## src/rtl/ps2_host_tx.sv

```systemverilog
// Host-to-device PS/2 transmitter: request-to-send, clocks a byte out on
// device falling edges, then checks the device ack. Lines are open-drain pull-low enables.
module ps2_host_tx #(
  parameter int INHIBIT_CYCLES = 12000,
  parameter int SETUP_CYCLES   = 4,
  parameter int FILTER_LEN     = 8,
  parameter int TIMEOUT_CYCLES = 2000000
) (
  input  logic       clk,
  input  logic       reset,
  input  logic       wr_en,
  input  logic [7:0] din,
  output logic       busy,
  output logic       done_tick,
  output logic       err_tick,
  input  logic       ps2c_in,
  input  logic       ps2d_in,
  output logic       ps2c_oe,
  output logic       ps2d_oe
);

  localparam int MAXA = (TIMEOUT_CYCLES > INHIBIT_CYCLES) ? TIMEOUT_CYCLES : INHIBIT_CYCLES;
  localparam int MAXC = (MAXA > SETUP_CYCLES) ? MAXA : SETUP_CYCLES;
  localparam int CW   = $clog2(MAXC + 1);

  typedef enum logic [2:0] {
    S_IDLE, S_RTS, S_REQ, S_START, S_DATA, S_ACK, S_WAIT
  } state_t;

  state_t                r_state, w_nstate;
  logic [1:0]            r_csync, r_dsync;
  logic [FILTER_LEN-1:0] r_cfilt, r_dfilt;
  logic                  r_fclk, r_fdat;
  logic [9:0]            r_shift;
  logic [3:0]            r_bitcnt;
  logic [CW-1:0]         r_cnt;
  logic                  r_dbit, r_ack_ok;

  logic w_fall, w_tmo_active, w_timeout, w_cnt_clr;
  logic w_c_oe, w_d_oe, w_done, w_err;

  assign w_fall       = r_fclk & ~|r_cfilt;
  assign w_tmo_active = (r_state == S_START) || (r_state == S_DATA) ||
                        (r_state == S_ACK)   || (r_state == S_WAIT);
  // A device edge in the same cycle wins over the timeout.
  assign w_timeout    = w_tmo_active && !w_fall && (r_cnt == CW'(TIMEOUT_CYCLES - 1));

  always_comb begin
    w_nstate  = r_state;
    w_c_oe    = 1'b0;
    w_d_oe    = 1'b0;
    w_done    = 1'b0;
    w_err     = 1'b0;
    w_cnt_clr = 1'b0;
    case (r_state)
      S_IDLE: if (wr_en) begin
        w_nstate  = S_RTS;
        w_cnt_clr = 1'b1;
      end
      S_RTS: begin
        w_c_oe = 1'b1;
        if (r_cnt == CW'(INHIBIT_CYCLES - 1)) begin
          w_nstate  = S_REQ;
          w_cnt_clr = 1'b1;
        end
      end
      S_REQ: begin
        w_c_oe = 1'b1;
        w_d_oe = 1'b1;
        if (r_cnt == CW'(SETUP_CYCLES - 1)) begin
          w_nstate  = S_START;
          w_cnt_clr = 1'b1;
        end
      end
      S_START: begin
        w_d_oe = 1'b1;
        if (w_fall) w_nstate = S_DATA;
      end
      S_DATA: begin
        w_d_oe = r_dbit;
        // bit_cnt 8 on this edge means the stop bit is being presented
        if (w_fall && r_bitcnt == 4'd8) w_nstate = S_ACK;
      end
      S_ACK: if (w_fall) w_nstate = S_WAIT;
      S_WAIT: if (r_fclk && r_fdat) begin
        w_nstate = S_IDLE;
        w_done   = r_ack_ok;
        w_err    = ~r_ack_ok;
      end
      default: w_nstate = S_IDLE;
    endcase
    if (w_timeout) begin
      w_nstate = S_IDLE;
      w_c_oe   = 1'b0;
      w_d_oe   = 1'b0;
      w_done   = 1'b0;
      w_err    = 1'b1;
    end
  end

  always_ff @(posedge clk or posedge reset) begin
    if (reset) r_state <= S_IDLE;
    else       r_state <= w_nstate;
  end

  always_ff @(posedge clk or posedge reset) begin
    if (reset) begin
      r_csync  <= '1;
      r_dsync  <= '1;
      r_cfilt  <= '1;
      r_dfilt  <= '1;
      r_fclk   <= 1'b1;
      r_fdat   <= 1'b1;
      r_shift  <= '0;
      r_bitcnt <= '0;
      r_cnt    <= '0;
      r_dbit   <= 1'b0;
      r_ack_ok <= 1'b0;
    end else begin
      r_csync <= {r_csync[0], ps2c_in};
      r_dsync <= {r_dsync[0], ps2d_in};
      r_cfilt <= {r_cfilt[FILTER_LEN-2:0], r_csync[1]};
      r_dfilt <= {r_dfilt[FILTER_LEN-2:0], r_dsync[1]};
      if (&r_cfilt)       r_fclk <= 1'b1;
      else if (~|r_cfilt) r_fclk <= 1'b0;
      if (&r_dfilt)       r_fdat <= 1'b1;
      else if (~|r_dfilt) r_fdat <= 1'b0;

      // Our own RTS pull drags the filtered clock low, so edges only count once the device clocks.
      if (w_cnt_clr || (w_tmo_active && w_fall)) r_cnt <= '0;
      else if (r_state != S_IDLE)                r_cnt <= r_cnt + 1'b1;

      if (r_state == S_IDLE && wr_en) begin
        r_shift <= {1'b1, ~^din, din};
      end else if (w_fall && (r_state == S_START || r_state == S_DATA)) begin
        r_dbit   <= ~r_shift[0];
        r_shift  <= {1'b0, r_shift[9:1]};
        r_bitcnt <= (r_state == S_START) ? 4'd0 : r_bitcnt + 4'd1;
      end

      if (r_state == S_ACK && w_fall) r_ack_ok <= ~r_fdat;
    end
  end

  assign busy      = (r_state != S_IDLE);
  assign done_tick = w_done;
  assign err_tick  = w_err;
  assign ps2c_oe   = w_c_oe;
  assign ps2d_oe   = w_d_oe;

endmodule

```

## config.mk

```make
export PLATFORM = sky130hd
export DESIGN_NAME = ps2_host_tx
export DESIGN_NICKNAME = d
export VERILOG_FILES = /design/src/rtl/ps2_host_tx.sv
export SDC_FILE = /design/constraint.sdc
export NUM_CORES = 1
export LEC_CHECK = 0
export ABC_CLOCK_PERIOD_IN_PS = 5320
export BUFFER_PORTS_ARGS = -buffer_cell sky130_fd_sc_hd__buf_2
export CAP_MARGIN = 15
export CORE_MARGIN = 4
export CORE_UTILIZATION = 47
export DETAILED_ROUTE_END_ITERATION = 8
export SLEW_MARGIN = 20
export SYNTH_ARGS = -nofsm -noshare
export SYNTH_HDL_FRONTEND = slang
export SYNTH_SLANG_ARGS = --single-unit
```

## constraint.sdc

```tcl
create_clock -name clk -period 5.32 [get_ports clk]
set_input_delay 1.064 -clock clk [delete_from_list [all_inputs] [get_ports clk]]
set_output_delay 1.064 -clock clk [all_outputs]
set_load 0.02 [all_outputs]
```

* Word-level counts from Yosys, hierarchy flattened
Index checks and enable logic that the tools add are counted.
Storage, ports and cells: word-level logic and storage cells 97, input port bits 13, output and inout port bits 5, register bits 62
Cells by class: bitwise operators 5, add/subtract/negate cells 2, muxes and demuxes 32, reduce and logical (&&, ||, !) cells 27, equality and inequality tests 19
Operator list (number):
- $mux 21 | 2
- $mux 3 | 8
- $add 21x1->21 const B | 1
- $eq 21x14->1 const B | 1
- $eq 21x2->1 const B | 1
- $eq 21x21->1 const B | 1
- $pmux 3 s7 | 1
- $mux 10 | 2
- $mux 1 | 16
- $reduce_and 8->1 | 2
- $reduce_or 8->1 | 2
- $ne 3x3->1 const B | 5
- $eq 3x3->1 const B | 3
- $logic_and 1x1->1 | 8
- $reduce_xnor 8->1 | 1
- $reduce_and 7->1 | 1
- $eq 3x2->1 const B | 2
- $ne 3x2->1 const B | 2
- $add 4x1->4 const B | 1
- $eq 4x4->1 const B | 1
- $logic_or 1x1->1 | 4
- $mux 4 | 1
- $not 1->1 | 4
- $reduce_bool 2->1 | 2
- other kinds (11) | 13

* Longest topological paths before layout
depth in word-level cells 8, depth in mapped cells 7

* Least setup slack after synthesis
No wires, ideal clock.
kind reg2out, from register r_cnt[0], to output err_tick, arrival time 1931 ps, path buffers 0, data required time 4256 ps, setup slack 2325 ps, cell stages (with the launch flop) 7, path through dfrtp_1 ha_1 nand2_1 or4_1 or3_1 nor4_4 o21bai_1
Between the ends: cells in the longest elaborated chain, start to end 3
Ends and longest elaborated chain:
- from (decl) | RTL line 36 | logic [CW-1:0] r_cnt;
- from (signal assigned) | RTL line 131 | else if (r_state != S_IDLE) r_cnt <= r_cnt + 1'b1;
- $eq 21x21->1 | RTL line 46 | assign w_timeout = w_tmo_active && !w_fall && (r_cnt == CW'(TIMEOUT_CYCLES - 1));
- $logic_and 1x1->1 | RTL line 46
- $mux 1 | RTL line 92 | if (w_timeout) begin
- to (decl) | RTL line 15 | output logic err_tick,
No other way between the ends.

* Final worst setup path
Same ends and word-level chain as after synthesis.

==> results.md <==
- Status: completed
- Yosys top cell by area: dfrtp_1
- Hold path depth: 0
- Post-route design area: 3340 um2
- Cell Chain, Critical Path: ha_1 -> nand2_1 -> or4_1 -> or3_1 -> nor4_4 -> o21bai_1 -> buf_2
- Total track usage: 17.2%
- Synth top area cells: dfrtp_1 33%, dfstp_2 19%, xnor2_1 6.1%
- H-tree Lvls: 3
- Final Skew: 0.00676 ns
- Die area: a little under 8000 um2
- NumNets Final: 337
- Number of diodes: 0
- Dpl hpwl: ~4.0 mm
- Worst hold start: r_dsync[1]
- Starting DRT DRC Count: 130
- Worst Setup End Kind: output pin
- Pwr Density: between 200 and 300 nW/um2
- Number of synthesized register bits: 62
- Fin Hold WS: 0.352 ns
- DR pass1 iterations: 4
- Clock share of power: 41.6%
- R2R Setup Slk: 2.94 ns
- CP max FO: 6
- CORE AREA: 6310 um2
- # IOs: 18
- Post-synthesis xor/xnor area fraction: 7.79%
- Die width: ~90 um
- First-pass GRT wire length: 10.2 mm
- Final Max Slew Viols: 0
- HP Class: reg -> reg
- Hold Vio Cnt, Final: 0
- Largest net degree at the start of global routing: 63
- Detailed Route WL: 5.97 mm
- Post-DRT Antenna Nets: 0
- Drt via density: roughly 5.6
- Async S/R FF share, synth: 100%
- Synth unique cells: 45
- CP Class: reg -> out
- Required @ worst endpoint: around 4.3 ns
- Mux cell area share after synthesis: 0.330%
- Layout Cells excl Fill: 403
- Grt ovf: 0
- End of the worst register-to-register path: r_cnt[19]
- # rows: 29
- Starting Density: 48.1%
- CTS clk-pin slew, worst paths: 0.07 ns
- Max-cap violations: 0
- Post-synth EDFFs: 0
- CTS sink cnt: between 60 and 70
- DRC errors left: 0
- Max_slew headroom: 49.6%
- Int Pwr: approximately 0.00069 W
- Pleak: 1.35 nW
- Initial antenna violation count: 0
- Fin Setup TNS: 0 ns
- Yosys top cell area share: 33.0%
- Syn_nets: 321
- Synth Flop Type: dfrtp_1
- Dpl cell area: approximately 3200 um2
- Hold buffers post-CTS: 0
- Synth Area in Compound Gates: 10.6%
- GPL Wtd Cong: 0.801
- WL per Instance: around 15 um
- Delay-heaviest family, CP: simple AND/OR/NAND/NOR gates
- Worst Reg-to-Reg Cells: 6
- CP peak stage delay: between 0.4 and 0.5 ns
- Area growth, synth to finish: 10.0%
- Fmax: between 200 and 300 MHz
- Die Ht: 88.4 um
- RSZ-0062 raised after global routing: no
- Flop pwr share: 55.2%
- Startpoint types: flop
- Worst-Skew Late Latency: 0.33 ns
- Final period util: 67.0%
- Fraction of layout cells with a size suffix above 1: 18.7%
- Endpoint, Worst Hold: r_dfilt[0]
- Worst VDD drop: around 0.00015 V
- Mapped Cells: 305
- Vias in the first global route: 2131
- Mapped cell area: 3040 um2
- R2R Path Start: r_cnt[0]
- PortBufs: 17
- Clock root cell: clkbuf_8
- Worst setup startpoint: r_cnt[0]
- Clock buffer depth: 2
- Synth Area in Simple Gates: 24.4%
- Commonest non-fill, non-tap cell in the layout: dfrtp_1
- Min Tclk post-route: ~3.6 ns
- Arrival time worst endpoint: between 2 and 3 ns
- Worst-margin pin slew: 0.756 ns
- Synth Area in Adders: 1.24%
- Overall power: 0.000895 W
- Power share of the combinational group: under 10%
- Yosys warning total: 0
- TritonCTS clock tree: done
- # setup viols final: 0
- Cts bufs inserted: 9
- Commonest non-fill, non-tap cells in the layout: 40 x dfrtp_1, 37 x nand2_1, 30 x nor3_1, 22 x dfstp_2, 21 x xnor2_1
- Largest family of logic cells by synthesized area: simple AND/OR/NAND/NOR gates
- Net Sw Frac: 22.6%
- Sequential share of the synthesized area: roughly 52%
- Buf/Inv on CP: 1
- Average size of a mapped cell: 9.95 um2
- Via count: 2269
- P_sw: 0.000203 W
- Critical Path Slowest Stage Cell: or4_1
- CTS resizes: 0
- Post-CTS Setup Bufs: 0
- Post-Place Cells: slightly below 400
## worst max-delay path by stage
| stage | to | slack [ns] | depth (start not counted) |
|---|---|---|---|
| 2_1_floorplan | err_tick | 2.32 | 6 |
| 3_5_place_dp | err_tick | 2.09 | 7 |
| 4_1_cts | err_tick | 1.72 | 7 |
| 3_3_place_gp | err_tick | 2.16 | 7 |
| 6_report | err_tick | 1.76 | 7 |
| 5_1_grt | err_tick | 1.56 | 7 |
## registers in the layout, summed over array words and instances, names as in the netlist, 2 cells and up
| signal | flops |
|---|---|
| r_csync | 2 |
| r_bitcnt | 4 |
| r_shift | 10 |
| r_cfilt | 8 |
| r_dfilt | 8 |
| r_state | 3 |
| r_cnt | 21 |
| r_dsync | 2 |
## cells in the mapped netlist (9+ instances only)
library cell and count:
a22oi_1 10, clkbuf_1 9, dfrtp_1 40, dfstp_2 22, inv_1 10, nand2_1 37, nand3_1 15, nand4_1 9
nor2_1 15, nor3_1 30, o21ai_0 14, xnor2_1 21
## cell families after synthesis
group	after synthesis
buf+inv	24
mux	1
flops	62
xor+xnor	27
compound gates	47
simple gates	141
fa+ha+maj	3
## area by class of cell
| type | instances | area (um2) |
|---|---|---|
| Timing Repair Buffer | 19 | 100 |
| Clock buffer | 13 | 159 |
| Inverter | 10 | 37.5 |
| Multi-Input combinational cell | 219 | 1350 |
| Fill cell | 584 | 2970 |
| Tap cell | 77 | 96.3 |
| Sequential cell | 62 | 1580 |
| Clock inverter | 3 | 20.0 |
## power groups by stage
stage / combinational, W / clock (W) / sequential (W)
3_3_place_gp: 0.0000295 / 0 / 0.000502
6_report: 0.0000285 / 0.000373 / 0.000494
2_1_floorplan: 0.0000191 / 0 / 0.000500
4_1_cts: 0.0000297 / 0.000385 / 0.000494
3_5_place_dp: 0.0000295 / 0 / 0.000502
5_1_grt: 0.0000327 / 0.000404 / 0.000495
## layer usage
layer	wire, um	global-route usage (%)	vias to the layer above	part of all wire, %
li1	-	-	1127	-
met5	0	0	-	0
met3	171	4.75	7	2.9
met2	2740	25.8	37	46
met4	89	7.01	0	1.5
met1	2970	23.5	1098	50
## per-stage QoR
stage	worst slack [ns]	utilization, %
final	1.76	52.9
after floorplan	2.32	-
after CTS	1.72	52.9
after detailed placement	2.09	50.1
after global placement	2.16	50.1
after global routing	1.56	52.9
(Power assumes the default switching activity.)
